`config.mk`:
```
export PLATFORM = sky130hd
export DESIGN_NAME = multi_digit_down_counter
export DESIGN_NICKNAME = d
export VERILOG_FILES = /design/src/rtl/multi_digit_down_counter.sv
export SDC_FILE = /design/constraint.sdc
export NUM_CORES = 1
export LEC_CHECK = 0
export CAP_MARGIN = 40
export CORE_MARGIN = 1.5
export CORE_UTILIZATION = 49
export CTS_CLUSTER_DIAMETER = 40
export DETAILED_ROUTE_END_ITERATION = 12
export PLACE_DENSITY = 0.94
export SYNTH_ARGS = -nofsm -noshare
export SYNTH_HDL_FRONTEND = slang
export SYNTH_SLANG_ARGS = --single-unit
```
`constraint.sdc`:
```
create_clock -name clock -period 2.9 [get_ports clock]
set_input_delay 0.435 -clock clock [delete_from_list [all_inputs] [get_ports clock]]
set_output_delay 0.435 -clock clock [all_outputs]
set_load 0.03 [all_outputs]
```
`src/rtl/multi_digit_down_counter.sv`:
```
// Cascade of BCD down-counter digits with per-digit modulus and borrow ripple.
// Optional wrap-at-zero behaviour is enabled by defining MULTI_DIGIT_DOWN_COUNTER_WRAP_EN.
module multi_digit_down_counter #(
    parameter int unsigned         DIGITS  = 4,
    parameter logic [4*DIGITS-1:0] MOD_VEC = 16'hAA6A
) (
    input  logic                clock,
    input  logic                clr,
    input  logic                loadn,
    input  logic                en,
    input  logic [4*DIGITS-1:0] data,
    output logic [4*DIGITS-1:0] Dout,
    output logic                zero,
    output logic                tc,
    output logic                done
);

    logic [4*DIGITS-1:0] count_q, count_d;
    logic [4*DIGITS-1:0] dec_val, load_val;
    logic                zero_q, zero_d;
    logic                done_q, done_d;
    logic [DIGITS:0]     borrow;
    logic                count_is_zero;

    assign count_is_zero = (count_q == '0);

    // borrow[i] is set when every digit below i is zero, so digit i steps this cycle
    always_comb begin
        borrow    = '0;
        borrow[0] = 1'b1;
        dec_val   = '0;
        load_val  = '0;
        for (int i = 0; i < DIGITS; i++) begin
            borrow[i+1] = borrow[i] & (count_q[4*i +: 4] == 4'd0);
            if (borrow[i]) begin
                if (count_q[4*i +: 4] == 4'd0) begin
                    dec_val[4*i +: 4] = MOD_VEC[4*i +: 4] - 4'd1;
                end else begin
                    dec_val[4*i +: 4] = count_q[4*i +: 4] - 4'd1;
                end
            end else begin
                dec_val[4*i +: 4] = count_q[4*i +: 4];
            end
            if (data[4*i +: 4] >= MOD_VEC[4*i +: 4]) begin
                load_val[4*i +: 4] = MOD_VEC[4*i +: 4] - 4'd1;
            end else begin
                load_val[4*i +: 4] = data[4*i +: 4];
            end
        end
    end

    always_comb begin
        count_d = count_q;
        zero_d  = zero_q;
        done_d  = 1'b0;
        if (!loadn) begin
            count_d = load_val;
            zero_d  = (load_val == '0);
        end else if (en) begin
            if (!count_is_zero) begin
                count_d = dec_val;
                zero_d  = (dec_val == '0);
                done_d  = (dec_val == '0);
            end else begin
`ifdef MULTI_DIGIT_DOWN_COUNTER_WRAP_EN
                // From zero every digit borrows, so dec_val is the all-maximum value
                count_d = dec_val;
                zero_d  = 1'b0;
`else
                count_d = count_q;
                zero_d  = 1'b1;
`endif
            end
        end
    end

    always_ff @(posedge clock) begin
        if (clr) begin
            count_q <= '0;
            zero_q  <= 1'b1;
            done_q  <= 1'b0;
        end else begin
            count_q <= count_d;
            zero_q  <= zero_d;
            done_q  <= done_d;
        end
    end

    assign Dout = count_q;
    assign zero = zero_q;
    assign done = done_q;
    assign tc   = en & count_is_zero;

endmodule

```
==> impl_metrics.py <==
metrics = {
    "critical_path": {
        "critPathCaptureType": "primary output",
        "crit_required_ns": 2.47,
        "reg2reg_from": "Dout[11]$_SDFFE_PP0P_",
        "crit_type": "register to primary output",
        "ff2ff_setup_slack_ns": 1.01,
        "crit_slowest_cell": "or3_4",
        "crit_arrival_ns": 2.01,
        "critPathMaxStageDelay_ns": 0.42,
        "cp_cell_sequence": "or3_4, nor3_4, nand3_1, nor2_1, dlymetal6s2s_1",
        "critPathLaunchType": "register",
        "startpoint": "Dout[3]$_SDFFE_PP0P_",
        "critPathMaxFanout": 8,
        "r2r-end": "Dout[0]$_SDFFE_PP0P_",
        "rr_worst_depth": 5,
    },
    "drt": {
        "detail-route-antenna-nets": 0,
        "wl_met2_mm": 1.69,
        "top_layer": "met4",
        "drt_iter0_drc": 37,
        "viasPerCell": 6.17,
        "drt_wl_total_mm": 3.50,
        "route.detailed.drc": 0,
        "wl_per_cell_um": 16.5,
        "drt-met1-wl_mm": 1.56,
        "vias": 1309,
        "first_pass_iters": 4,
        "met3WireLength_um": 193,
    },
    "pwr": {
        "p_total_uw": 697,
        "ir_worst_vdd_uv": 326,
        "p_leak_uw": 0.000624,
        "powerDensity_nw_per_um2": 428,
    },
    "timing": {
        "drv_slew": 0,
        "hold_viol_final": 0,
        "fin_tns_setup_ns": 0,
        "tightestPinTransition_ns": 0.381,
        "fin_crit_sh": 0.844,
        "max_slew_margin": 0.739,
        "whs_ns": 0.546,
        "fin_worst_skew_ns": 0.00242,
        "setup_viol": 0,
        "min_period_ns": 2.45,
        "rsz0062_at_grt": "false",
        "fmax_ghz": 0.409,
    },
    "yosys": {
        "synth_cell_types": 46,
        "syn_area_um2": 1180,
        "synth_area_per_cell_um2": 8.06,
        "yosys-top-cells-count": "18 x dfxtp_1, 16 x nor2_1, 11 x nor3_1",
        "synth_top_family_by_area": "simple AND/OR/NAND/NOR gates",
        "synth_top_area_cell": "dfxtp_1",
        "synthAdderAreaFrac": 0,
        "synthXorXnorAreaFrac": 0.0372,
        "syn_inst": 146,
        "synth_most_common_cell": "dfxtp_1",
        "ys_seq_area_frac": 0.306,
        "yosys.area.top_type_share": 0.306,
        "synth_edf_count": 0,
        "ys_seq_elements": 18,
        "synth_compound_area_frac": 0.240,
        "synth.area.mux_share": 0.0425,
        "syn-num-nets": 166,
        "yosysWarningCount": 0,
        "yosys_most_used_dff": "dfxtp_1",
        "synthSimpleGateAreaFrac": 0.326,
        "synth.top_cells.by_area": "dfxtp_1 31%, nor2_1 5.1%, nor3_1 4.7%, mux2i_1 4.3%, o21ai_0 3.4%",
        "synthArstFlopShare": 0,
    },
    "place": {
        "dp_cells": 208,
        "dp_hpwl_mm": 2.58,
        "port_buffers": 38,
        "place.gp.congestion": 0.936,
    },
    "clock_tree": {
        "cts_root_buf": "clkbuf_4",
        "htree_levels": 1,
        "cts_buffers": 3,
        "cts_tree": "done",
        "clk_pin_slew_ns": 0.11,
        "cts_sinks": 18,
        "cts_hold_buf": 0,
        "cts_max_path_buffers": 2,
        "insertion_delay_ns": 0.30,
    },
    "die": {
        "die_width_um": 52.0,
        "start_util": 0.527,
        "ios": 39,
        "rows": 17,
        "die_h_um": 52.0,
        "coreArea_um2": 2230,
        "fp.dieArea_um2": 2710,
    },
    "global_routing": {
        "overflow": 0,
        "grt_usage": 0.269,
        "grt_start_max_net_pins": 19,
        "antenna_found_initial": 0,
        "grt_pass1_vias": 1158,
        "grt_pass1_wl_mm": 5.38,
    },
    "hold_path": {
        "whs_endpoint": "Dout[15]$_SDFFE_PP0P_",
        "hold_depth": 2,
        "hold_path_class": "register to register",
        "min_from": "Dout[15]$_SDFFE_PP0P_",
    },
    "cells_and_area": {
        "stdcell_count": 212,
        "antennaDiodeCount": 0,
        "fillCellCount": 171,
        "multi_input_area_um2": 761,
        "seqCellArea_um2": 360,
        "drive_gt1_frac": 0.0924,
        "area_growth_pct": 38.3,
        "final_nets": 205,
    },
    "flow_run": {
        "drv_cap": 0,
    },
    "outcome": {
        "status": "finished, final reports clean",
    },
}
-- where the power goes --
| part | total, uW | leakage (uW) | switching [uW] | internal, uW |
|---|---|---|---|---|
| clock | 165 | 0.0000210 | 88.8 | 76.7 |
| combinational | 239 | 0.000454 | 131 | 108 |
| sequential | 292 | 0.000149 | 28.4 | 264 |
| total | 697 | 0.000624 | 248 | 449 |
-- what timing repair did --
item                       in CTS  in global routing
buffers inserted                0                  0
gates resized for setup         0                  1
setup endpoints to repair       0                  1
-- area by class of cell --
type                            instances  area share
Multi-Input combinational cell        115       0.467
Timing Repair Buffer                   43       0.258
Sequential cell                        18       0.221
Clock buffer                            4      0.0223
Tap cell                               28      0.0215
Inverter                                4     0.00922
-- critical path, delay by kind of cell, from the launching register on --
kind	cells	cell delay [ns]
flip-flops	1	0.40
AND/OR/NAND/NOR	4	1.00
buffers and inverters	1	0.30
-- per-stage QoR --
| step | util | worst slack [ns] | instance area [um^2] |
|---|---|---|---|
| detailed placement | 0.711 | 0.453 | 1590 |
| global route | 0.729 | 0.370 | 1630 |
| finish | 0.729 | 0.453 | 1630 |
| floorplan | - | 0.791 | 1180 |
| CTS | 0.728 | 0.105 | 1630 |
| global placement | 0.711 | 0.487 | 1590 |
-- cell families after synthesis --
logic type / after synthesis
DFF: 18
AOI/OAI and AO/OA: 39
muxes: 5
buffers and inverters: 13
and+or+nand+nor: 66
xor gates and xnor gates: 5
-- flip-flops by register name, indices dropped and copies added (netlist names) --
name and cells:
done 1, Dout 16, zero 1
-- worst max path at each step --
stage | to | slack, ns | depth (start not counted)
floorplan | tc | 0.79 | 5
global placement | tc | 0.49 | 5
detailed placement | tc | 0.45 | 5
CTS | tc | 0.10 | 5
global route | tc | 0.37 | 5
finish | tc | 0.45 | 5
-- layer usage --
metal  up-vias  track usage
met5         -            0
met4         0       0.0877
met3         9       0.0402
met2        49        0.458
met1       617        0.345
li1        634            -
-- cell usage in the layout (no fill, tap or decap), drive strengths merged, types with 4 or more instances in the layout --
cell | Yosys | layout
nor2 | 16 | 16
a311oi | 4 | 4
xor2 | 4 | 4
nor2b | 4 | 4
buf | 4 | 5
dfxtp | 18 | 18
nand4 | 5 | 5
nand3 | 5 | 5
clkdlybuf4s50 | 0 | 37
clkbuf | 5 | 4
nor3 | 12 | 12
mux2i | 5 | 5
a221oi | 4 | 4
a21oi | 6 | 6
o21ai | 10 | 10
nand2 | 4 | 4
or3 | 4 | 4
inv | 4 | 4
Power figures use the tool's default switching activity.
